$ cat src/rtl/tnn_sched_pkg.sv
// Shared types for the TNN neuron scheduler.
// Operand width, slot count and FSM encoding.
package tnn_sched_pkg;

  localparam int FEAT_W = 3;
  localparam int N_OPS  = 5;

  typedef enum logic [1:0] {
    IDLE,
    RUN,
    DRAIN,
    DONE
  } state_t;

  typedef logic [FEAT_W-1:0] op_t;
  typedef logic [2:0]        slot_t;

endpackage

$ cat src/rtl/tnn_cfg_table.sv
// Per-neuron feature routing table with guarded writes.
// Read side yields the five operands of one neuron.
import tnn_sched_pkg::*;

module tnn_cfg_table #(
  parameter int NUM_FEAT    = 11,
  parameter int NUM_NEURONS = 8,
  parameter int IDX_W       = 4,
  parameter int NW          = 3
) (
  input  logic                       clk,
  input  logic                       rst,
  input  logic                       wr_allow,
  input  logic                       cfg_we,
  input  logic [NW-1:0]              cfg_neuron,
  input  slot_t                      cfg_slot,
  input  logic [IDX_W-1:0]           cfg_idx,
  output logic                       cfg_err,
  input  logic [NW-1:0]              rd_neuron,
  input  logic [NUM_FEAT*FEAT_W-1:0] feat,
  output op_t  [N_OPS-1:0]           ops
);

  logic [IDX_W-1:0] tbl [NUM_NEURONS][N_OPS];
  logic             wr_ok;

  assign wr_ok = wr_allow && (cfg_slot < slot_t'(N_OPS));

  always_ff @(posedge clk) begin
    if (rst) begin
      cfg_err <= 1'b0;
      for (int n = 0; n < NUM_NEURONS; n++)
        for (int s = 0; s < N_OPS; s++)
          tbl[n][s] <= IDX_W'(s);
    end else begin
      cfg_err <= cfg_we && !wr_ok;
      if (cfg_we && wr_ok)
        tbl[cfg_neuron][cfg_slot] <= cfg_idx;
    end
  end

  // Indices past the last feature fall through to zero.
  always_comb begin
    for (int s = 0; s < N_OPS; s++) begin
      ops[s] = '0;
      for (int f = 0; f < NUM_FEAT; f++)
        if (tbl[rd_neuron][s] == IDX_W'(f))
          ops[s] = feat[f*FEAT_W +: FEAT_W];
    end
  end

endmodule

$ cat src/rtl/tnn_neuron_sched.sv
// Time-multiplexes one threshold-neuron core over a layer.
// Captures a feature vector, sweeps neurons, returns decisions.
import tnn_sched_pkg::*;

module tnn_neuron_sched #(
  parameter int NUM_FEAT    = 11,
  parameter int NUM_NEURONS = 8,
  parameter int IDX_W       = $clog2(NUM_FEAT+1),
  localparam int NW         = $clog2(NUM_NEURONS)
) (
  input  logic                       clk,
  input  logic                       rst,
  input  logic                       in_valid,
  output logic                       in_ready,
  input  logic [NUM_FEAT*FEAT_W-1:0] in_feat,
  output logic                       out_valid,
  input  logic                       out_ready,
  output logic [NUM_NEURONS-1:0]     out_vec,
  input  logic                       cfg_we,
  input  logic [NW-1:0]              cfg_neuron,
  input  slot_t                      cfg_slot,
  input  logic [IDX_W-1:0]           cfg_idx,
  output logic                       cfg_err,
  output op_t                        core_a,
  output op_t                        core_b,
  output op_t                        core_c,
  output op_t                        core_d,
  output op_t                        core_e,
  input  logic                       core_out
);

  state_t                     state, state_nx;
  logic [NW-1:0]              n;
  logic [NUM_FEAT*FEAT_W-1:0] feat_q;
  op_t  [N_OPS-1:0]           ops;
  logic                       last;

  assign last = (n == NW'(NUM_NEURONS-1));

  tnn_cfg_table #(
    .NUM_FEAT    (NUM_FEAT),
    .NUM_NEURONS (NUM_NEURONS),
    .IDX_W       (IDX_W),
    .NW          (NW)
  ) u_tbl (
    .clk        (clk),
    .rst        (rst),
    .wr_allow   ((state == IDLE) && !in_valid),
    .cfg_we     (cfg_we),
    .cfg_neuron (cfg_neuron),
    .cfg_slot   (cfg_slot),
    .cfg_idx    (cfg_idx),
    .cfg_err    (cfg_err),
    .rd_neuron  (n),
    .feat       (feat_q),
    .ops        (ops)
  );

  always_ff @(posedge clk) begin
    if (rst) state <= IDLE;
    else     state <= state_nx;
  end

  always_comb begin
    state_nx = state;
    unique case (state)
      IDLE:  if (in_valid)  state_nx = RUN;
      RUN:   if (last)      state_nx = DRAIN;
      DRAIN:                state_nx = DONE;
      DONE:  if (out_ready) state_nx = IDLE;
      default:              state_nx = IDLE;
    endcase
  end

  always_comb begin
    in_ready  = (state == IDLE);
    out_valid = (state == DONE);
  end

  // core_out reflects the operands loaded on the previous edge.
  always_ff @(posedge clk) begin
    if (rst) begin
      n       <= '0;
      feat_q  <= '0;
      out_vec <= '0;
      core_a  <= '0;
      core_b  <= '0;
      core_c  <= '0;
      core_d  <= '0;
      core_e  <= '0;
    end else begin
      unique case (state)
        IDLE: begin
          if (in_valid) begin
            feat_q <= in_feat;
            n      <= '0;
          end
        end
        RUN: begin
          core_a <= ops[0];
          core_b <= ops[1];
          core_c <= ops[2];
          core_d <= ops[3];
          core_e <= ops[4];
          n      <= n + NW'(1);
          if (n != '0)
            out_vec[n - NW'(1)] <= core_out;
        end
        DRAIN: out_vec[NUM_NEURONS-1] <= core_out;
        DONE: begin
          if (out_ready) begin
            core_a <= '0;
            core_b <= '0;
            core_c <= '0;
            core_d <= '0;
            core_e <= '0;
          end
        end
        default: ;
      endcase
    end
  end

endmodule
$ cat config.mk
export PLATFORM = sky130hd
export DESIGN_NAME = tnn_neuron_sched
export DESIGN_NICKNAME = d
export VERILOG_FILES = /design/src/rtl/tnn_sched_pkg.sv /design/src/rtl/tnn_cfg_table.sv /design/src/rtl/tnn_neuron_sched.sv
export SDC_FILE = /design/constraint.sdc
export NUM_CORES = 1
export LEC_CHECK = 0
export BUFFER_PORTS_ARGS = -buffer_cell sky130_fd_sc_hd__buf_2
export CORE_ASPECT_RATIO = 1.1
export CORE_MARGIN = 2
export CORE_UTILIZATION = 55
export CTS_BUF_LIST = sky130_fd_sc_hd__clkbuf_2
export DETAILED_ROUTE_END_ITERATION = 16
export PLACE_DENSITY = 0.84
export RECOVER_POWER = 25
export SLEW_MARGIN = 0
export SYNTH_ARGS = -nofsm -noshare
export SYNTH_HDL_FRONTEND = slang
export SYNTH_HIERARCHICAL = 1
export SYNTH_SLANG_ARGS = --single-unit
$ cat constraint.sdc
create_clock -name clk -period 7.3 [get_ports clk]
set_input_delay 0.73 -clock clk [delete_from_list [all_inputs] [get_ports clk]]
set_output_delay 0.73 -clock clk [all_outputs]
set_load 0.05 [all_outputs]
-- Yosys cells after proc, flatten, opt, wreduce, memory -nomap -nowiden
Memories as Yosys holds them, arrays and structs flattened. A register that Yosys moved wholly into a read port is not among the register bits.
Index checks and enable logic that the tools add are counted.
- add/subtract/negate cells: 2
- order comparisons: 5
- equal/unequal tests: 58
- mux-type cells: 84
- bitwise operators: 1
- reductions and logical operators: 25
- operator list (kind ; count):
    3-bit two-way mux ; 60
    4-bit by 3-bit == test with 1-bit output (second input constant) ; 20
    4-bit == test (second input constant) ; 15
    20-bit two-way mux ; 3
    4-bit by 2-bit == test with 1-bit output (second input constant) ; 10
    3-bit case mux with 2 select lines ; 6
    4-bit by 1-bit == test with 1-bit output (second input constant) ; 5
    4-bit logical NOT ; 5
    20-bit OR reduction ; 1
    4-bit demux with 3-bit select ; 1
    2-bit AND reduction ; 5
    8-bit bitwise mux ; 1
    8-bit two-way mux ; 1
    2-bit case mux with 4 select lines ; 1
    1-bit logical AND ; 6
    2-bit two-way mux ; 3
    2-bit != test (second input constant) ; 3
    2-bit nonzero test ; 3
    1-bit two-way mux ; 5
    2-bit == test (second input constant) ; 2
    4-bit greater-or-equal comparator (second input constant) ; 1
    3-bit by 4-bit < comparator with 1-bit output (second input constant) ; 1
    4-bit by 1-bit < comparator with 1-bit output (second input constant) ; 1
    4-bit two-way mux ; 1
    14 further kinds ; 15
- register bits: 62
- memory bits (writable): 160
- input bits: 49
- output and inout port bits: 26
- word-level logic and storage cells: 187
- memories: 1
- memories (name ; words ; bits a word ; read ports ; clocked after memory_dff ; wr ports ; RTL line ; text):
    u_tbl.tbl ; 8 ; 20 ; 1 ; 1 ; 8 ; tnn_cfg_table.sv:24 ; logic [IDX_W-1:0] tbl [NUM_NEURONS][N_OPS];

-- Longest topological paths before layout
Gate-level depths: netlist of the first run.
- word-level depth: 13
- mapped depth: 12
- depth with buffers taken out: 10

-- Cells and area by module
Netlist of the first run, hierarchy kept.
- by module, submodules not included (module ; instances ; cells each ; area an instance (µm²) ; seq. area each (µm²)):
    tnn_cfg_table ; 1 ; 798 ; 9631.7 ; 4824.6
    tnn_neuron_sched ; 1 ; 274 ; 2463.6 ; 1221.2

-- Worst setup path after synthesis of the first run
Ideal clock, no wire load.
- path kind: reg2reg
- start point: register state[0]
- end point: memory u_tbl/tbl[6][0] (netlist bit) (enable)
- setup time: 0.297 ns
- arrival time: 2.506 ns
- data required time: 7.003 ns
- slack: 4.496 ns
- stages on the path, launching flop included: 11
- buffers on the path: 2
- period minus slack after synthesis: 2.804 ns
- cells stage by stage: dfxtp_1 inv_1 ha_1 nand2b_1 buf_2 inv_1 nand3b_1 or4b_2 clkbuf_1 nor2_1 or2_2
- RTL lines (element ; RTL line ; text):
    start, declared ; tnn_neuron_sched.sv:32 ; state_t state, state_nx;
    start signal, assigned ; tnn_neuron_sched.sv:61 ; else state <= state_nx;
    end, declared ; tnn_cfg_table.sv:24 ;

==> results of run 1 <==
[layout by cell type (no fill, tap or decap), types with 47 or more instances in the layout]
cell | Yosys | layout
a21oi_1 | 47 | 47
and2_1 | 58 | 58
and3_1 | 78 | 78
buf_2 | 19 | 49
clkbuf_2 | 0 | 78
dfxtp_1 | 62 | 59
edfxtp_1 | 160 | 160
mux2i_1 | 60 | 59
nand2_1 | 99 | 99
nor2_1 | 56 | 56
[state kept, by name, indices dropped and copies added, names as in the netlist]
register,flops
core_a,3
core_b,3
core_c,3
core_d,3
core_e,3
feat_q,33
n,3
out_vec,8
state,2
u_tbl/cfg_err,1
u_tbl/tbl,160
[layout make-up]
type	instances	share of cell area (%)
inverter	13	0.376
antenna	1	0.0193
tap	290	2.79
clock inverter	28	1.08
clock buffer	78	3.00
sequential	222	46.6
multi-input combinational	747	43.0
timing repair buffer	85	3.13
[per-layer routing]
metal	routed length, µm	up-vias	track usage [%]	share of wire (%)
met5	0	-	0	0
met3	2680	119	4.90	8.8
met2	14800	530	42.6	49
met4	1350	0	13.4	4.4
met1	11600	4376	32.8	38
li1	-	4152	-	-
[through the flow]
stage / utilization (%) / total power [µW] / cells
after floorplan: - / 2250 / 1072
after global placement: 58.4 / 2440 / 1357
after detailed placement: 58.4 / 2460 / 1357
after CTS: 60.9 / 3300 / 1463
after global routing: 60.6 / 3460 / 1464
final: 60.6 / 3290 / 1464
[worst max-delay path, delay by kind of cell]
family	cells	cell delay [ns]
simple gates	1	0.50
buf+inv	2	3.54
[power by group]
group | total (µW) | internal, µW | switching, µW
clock | 848 | 331 | 517
sequential | 1540 | 1430 | 116
combinational | 899 | 322 | 577
[kinds of logic (layout without fill, tap and decap cells)]
logic type                 after synthesis  after routing  share of synthesized area [%]
DFF                                    222            222                           50.0
AOI/OAI and AO/OA                      187            187                           10.9
muxes                                  124            124                           15.1
other                                    0              1                              0
and+or+nand+nor                        427            427                           19.1
buffers and inverters                  103            204                           3.95
adders and majority gates                9              9                          0.931
[worst paths after layout]
| kind | startpoint | endpoint | cells past startpoint |
|---|---|---|---|
| max | rst | u_tbl/tbl[6][8]$_SDFFCE_PN0P_ | 3 |
| min | in_feat[6] | feat_q[6]$_SDFFE_PP0P_ | 3 |
| max reg2reg | n[1]$_SDFFE_PP0P_ | core_c[0]$_SDFFE_PP0P_ | 9 |
| min reg2reg | out_vec[4]$_SDFFE_PP0P_ | out_vec[4]$_SDFFE_PP0P_ | 2 |
==> results by group, run 1 <==
Power and ir drop
  – LEAKAGE: just under 0.005 µW
  – Pwr dens: 253 nW/µm²
  – Worst VDD drop: ~0.15 mV

Clock tree
  – CTS sink count: about 220
  – CTS buffer count: 56
  – Max H-tree Level: 2
  – Hold_buf cts: 0
  – Maximum clock path buffer count: 3
  – # resized after CTS: 0
  – Setup Buffers After CTS: 0
  – Skew-Pair Late Insertion Delay: roughly 0.84 ns
  – CTS Root Cell: clkbuf_2
  – CTS tree: built
  – Worst-path clk slew: between 0.1 and 0.15 ns

Finish
  – Final Net Count: about 1200
  – Fill count: roughly 1800
  – Share of layout cells above drive strength 1: around a fifth
  – Layout area overhead: 7.41%
  – Multi-input logic area: about 5600 µm²
  – Storage element area: 6050 µm²
  – Post-Layout Inst Area: ~13000 µm²

Synth
  – Number of synthesized flops with an enable pin: between 150 and 200
  – Commonest cells in the netlist: edfxtp_1, nand2_1, and3_1
  – Cells after synthesis: 1072
  – Async S/R FF share, synth: 0%
  – Synthesis Warnings: 6
  – Area leader, netlist: edfxtp_1
  – Yosys top cell area share: around two fifths
  – Post-Syn Nets: approximately 1100
  – Syn Area/Cell: around 11 µm²
  – Yosys reg bits: 222
  – Post-synthesis sequential area ratio: 50.0%
  – Top-count cell post-synth: edfxtp_1
  – Mapped Area: 12100 µm²
  – Primary FF master, synth: edfxtp_1
  – Largest cells by area after synthesis: edfxtp_1, dfxtp_1, mux4_2
  – Yosys cell types: 74

STA
  – Worst setup margin: approximately 2.9 ns
  – Setup violators final: 0
  – Worst Skew: 0.0505 ns
  – Slew Limit Fails: 81
  – Max_slew headroom: -158%
  – Setup TNS: 0 ns
  – Crit path time final: approximately 4.4 ns
  – Fin crit share: between 60% and 70%
  – Endpoints failing hold: 0
  – Final Hold Slack: 0.139 ns
  – RSZ-0062 raised after global routing: false
  – Max Clk Rate: about 230 MHz
  – Worst-Margin Slew: just under 4 ns

Status
  – Failing checks: capacitance limit, slew limit
  – Status: finished with violations

Die
  – I/O pins: 75
  – Core footprint: 21400 µm²
  – Site Rows: 56
  – Die Wd: 145 µm
  – Die height: between 150 and 200 µm
  – Die area: approximately 23000 µm²
  – Initial Util: between 50% and 60%

Placement
  – Post-DP Area: 12500 µm²
  – Port Buffers: 74
  – Dpl ws: approximately 3.4 ns
  – Hpwl dp: approximately 20000 µm
  – Routability Congestion: just over 0.9

Routing
  – Drt pass-1 iters: 6
  – Total number of vias: between 9000 and 10000
  – Total Wirelength: 30500 µm
  – Drc violations: 0
  – Avg WL per Cell: ~21 µm
  – Detail Route Antenna Nets: 0
  – Vias per std cell: ~6.3
  – DRT iter0 DRCs: between 800 and 900

GRT
  – Largest net degree at the start of global routing: 81
  – Vias in the first global route: 8969
  – Antenna violations before repair: 1
  – Gr usage total: between 20% and 30%
  – First-pass GRT wire length: 48100 µm
  – Grt ovf: 0

Worst setup path
  – Crit end category: flop
  – Required time of the critical path: about 8 ns
  – Reg2reg setup slack: around 3.2 ns
  – Worst-path cell chain: clkbuf_1 -> clkbuf_1 -> or2_2
  – Most frequent CP cell: clkbuf_1
  – Slowest stage cell, crit path: clkbuf_1
  – Startpoint Class: input port
  – Worst Setup Path Type: in -> reg
  – Crit-path max FO: 80
  – CP peak stage delay: 2.76 ns
  – Crit path DAT: about 5 ns

Flow run
  – Max-cap violations: 1

Min path
  – Hold crit path type: in -> reg
No activity file was read; power rests on OpenSTA's default activity.
==> inputs of run 2 (changes only) <==
--- a/config.mk
+++ b/config.mk
@@ -11,7 +11,7 @@
 export CORE_UTILIZATION = 55
 export CTS_BUF_LIST = sky130_fd_sc_hd__clkbuf_2
 export DETAILED_ROUTE_END_ITERATION = 16
-export PLACE_DENSITY = 0.84
+export PLACE_DENSITY = 0.87
 export RECOVER_POWER = 25
 export SLEW_MARGIN = 0
 export SYNTH_ARGS = -nofsm -noshare
==> constraint.sdc (replaced) <==
create_clock -name clk -period 3.7 [get_ports clk]
set_input_delay 0.37 -clock clk [delete_from_list [all_inputs] [get_ports clk]]
set_output_delay 0.37 -clock clk [all_outputs]
set_load 0.05 [all_outputs]
==> run 2 against run 1 <==
  * The flow still finishes with violations (capacitance limit, slew limit)
  * Sequential cell count stayed put
  * Largest cell class unchanged
  * Utilization grew 2.2 points
  * Global-route usage grew 1.5 points
==> results by group, run 2 (synthesis results as in run 1) <==
Power and ir drop
  – Clock network power share: roughly 25%
  – Combinational share of power: approximately 28%
  – Sw Share: 36.8%
  – Pint: about 4100 µW
  – Pwr dens: between 400 and 500 nW/µm²
  – Sequential Power Share: approximately 47%
  – LEAKAGE: between 0.005 and 0.006 µW
  – Worst VDD drop: 0.233 mV
  – Net Sw Power: ~2400 µW

Clock tree
  – CTS Root Cell: clkbuf_2
  – Worst-path clk slew: about 0.12 ns
  – CTS tree: built
  – Skew-Pair Late Insertion Delay: between 0.8 and 0.9 ns
  – Max H-tree Level: 2
  – CTS buffer count: 54
  – CTS sink count: roughly 220
  – # resized after CTS: 0
  – Maximum clock path buffer count: 3

Routing
  – DRT iter0 DRCs: around 900
  – Total Wirelength: roughly 32000 µm
  – Vias per std cell: 6.17
  – Detail Route Antenna Nets: 0
  – Drt pass-1 iters: 8
  – Avg WL per Cell: between 20 and 25 µm
  – Total number of vias: 9309
  – Drc violations: 0

Die
  – Die height: 160 µm
  – Die Wd: 145 µm
  – I/O pins: between 70 and 80
  – Initial Util: a little under three fifths
  – Die area: roughly 23000 µm²
  – Core footprint: ~21000 µm²
  – Site Rows: 56

GRT
  – Vias in the first global route: 9235
  – First-pass GRT wire length: 50300 µm
  – Antenna violations before repair: 1
  – Largest net degree at the start of global routing: 71
  – Grt ovf: 0
  – Gr usage total: 27.3%

Finish
  – Max reg flops: 160
  – Largest register by flop count: u_tbl/tbl
  – Fill count: 1690
  – Most frequent cells in the layout: edfxtp_1, nand2_1, and3_1
  – Layout area overhead: 11.3%
  – Final Net Count: ~1200
  – Regs by FF count: u_tbl/tbl x160, feat_q x33, out_vec x8
  – Most common cell after layout, fill and taps aside: edfxtp_1
  – Share of layout cells above drive strength 1: a little over a fifth
  – Post-Layout Inst Area: between 10000 and 15000 µm²

Status
  – Failing checks: capacitance limit, slew limit
  – Status: finished with violations

STA
  – Endpoints failing hold: 0
  – Fin crit share: roughly four fifths
  – Worst Skew: slightly above 0.07 ns
  – RSZ-0062 raised after global routing: false
  – Max_slew headroom: -8.26%
  – Setup violators final: 0
  – Slew Limit Fails: 34
  – Final Hold Slack: between 0.08 and 0.09 ns
  – Crit path time final: 3.03 ns
  – Setup TNS: 0 ns
  – Worst-Margin Slew: ~1.6 ns
  – Max Clk Rate: between 300 and 400 MHz

Flow run
  – Max-cap violations: 1

Worst setup path
  – Crit path DAT: between 3 and 4 ns
  – Crit-path max FO: 21
  – Worst-path cell chain: buf_12 -> mux4_2 -> mux2i_4 -> nor2b_1 -> a221oi_1 -> o21ai_0 -> o21ai_1 -> a22oi_1 -> nor2_1
  – Required time of the critical path: around 4.4 ns
  – Startpoint Class: flop
  – Slowest stage cell, crit path: dfxtp_2
  – Worst Setup Path Type: reg -> reg
  – CP peak stage delay: 0.56 ns
  – Crit end category: flop

Placement
  – Post-DP Area: 12600 µm²
  – Routability Congestion: about 0.95
  – Port Buffers: 74
  – Hpwl dp: around 21000 µm

Min path
  – Hold crit path type: in -> reg
## run 2: cell count changes in the layout (fill, tap and decap cells not counted), moves of 2 or more
cell / previous run / this run
dlygate4sd3_1: 0 / 37
buf_4: 7 / 18
o21ai_0: 13 / 17
o21ai_1: 11 / 7
clkbuf_2: 78 / 75
clkinv_1: 21 / 18
and2_0: 1 / 3
and2_1: 58 / 56
buf_12: 0 / 2
## run 2: path summary, 6_finish.rpt
kind	start	to	depth (start not counted)	slack, ns
max reg2reg	n[0]$_SDFFE_PP0P_	core_a[2]$_SDFFE_PP0P_	9	0.67
min reg2reg	out_vec[3]$_SDFFE_PP0P_	out_vec[3]$_SDFFE_PP0P_	2	0.48
max	n[0]$_SDFFE_PP0P_	core_a[2]$_SDFFE_PP0P_	9	0.67
min	out_ready	state[1]$_SDFFE_PP0P_	4	0.08
## run 2: routing by layer
metal	share of wire, %	up-vias	GRT usage, %
met5	0	-	0
met4	4.0	0	12.4
met3	8.4	97	5.33
met2	49	498	46.3
met1	38	4463	34.2
li1	-	4251	-
## run 2: layout make-up
class,count,area (µm²),area share [%]
repair buffers,135,898,6.67
flip-flops and latches,222,6050,44.9
diodes,2,5.00,0.0372
clock buffers,75,375,2.79
well taps,290,363,2.70
clock inverters,25,130,0.967
inverters,13,48.8,0.362
multi-input cells,747,5590,41.5
## run 2: what timing repair did
item | CTS | global route
endpoints found under the hold margin | 43 | 0
hold buffers | 37 | 0
setup buffers | 0 | 0
## run 2: power groups by stage
stage / registers, µW / logic (µW) / clock network, µW
after floorplan: 3080 / 1360 / 0
after global placement: 3110 / 1740 / 0
after detailed placement: 3110 / 1780 / 0
after CTS: 3060 / 1820 / 1670
after global routing: 3080 / 1990 / 1790
final: 3070 / 1830 / 1640
## run 2: per-stage QoR
step	power (µW)	setup WS (ns)	instances	util, %
after global routing	6860	0.476	1509	62.8
after CTS	6550	0.697	1507	63.1
after global placement	4850	0.751	1370	59.0
after detailed placement	4900	0.714	1370	59.0
after floorplan	4440	0.896	1072	-
final	6540	0.673	1509	62.8
## run 2: worst max-delay path: cells and delay by family, from the launching register on
kind | cells | cell delay, ns
AO/OA/AOI/OAI | 4 | 0.67
multiplexers | 2 | 1.07
buffers and inverters | 1 | 0.23
AND/OR/NAND/NOR | 2 | 0.35
flip-flops | 1 | 0.56
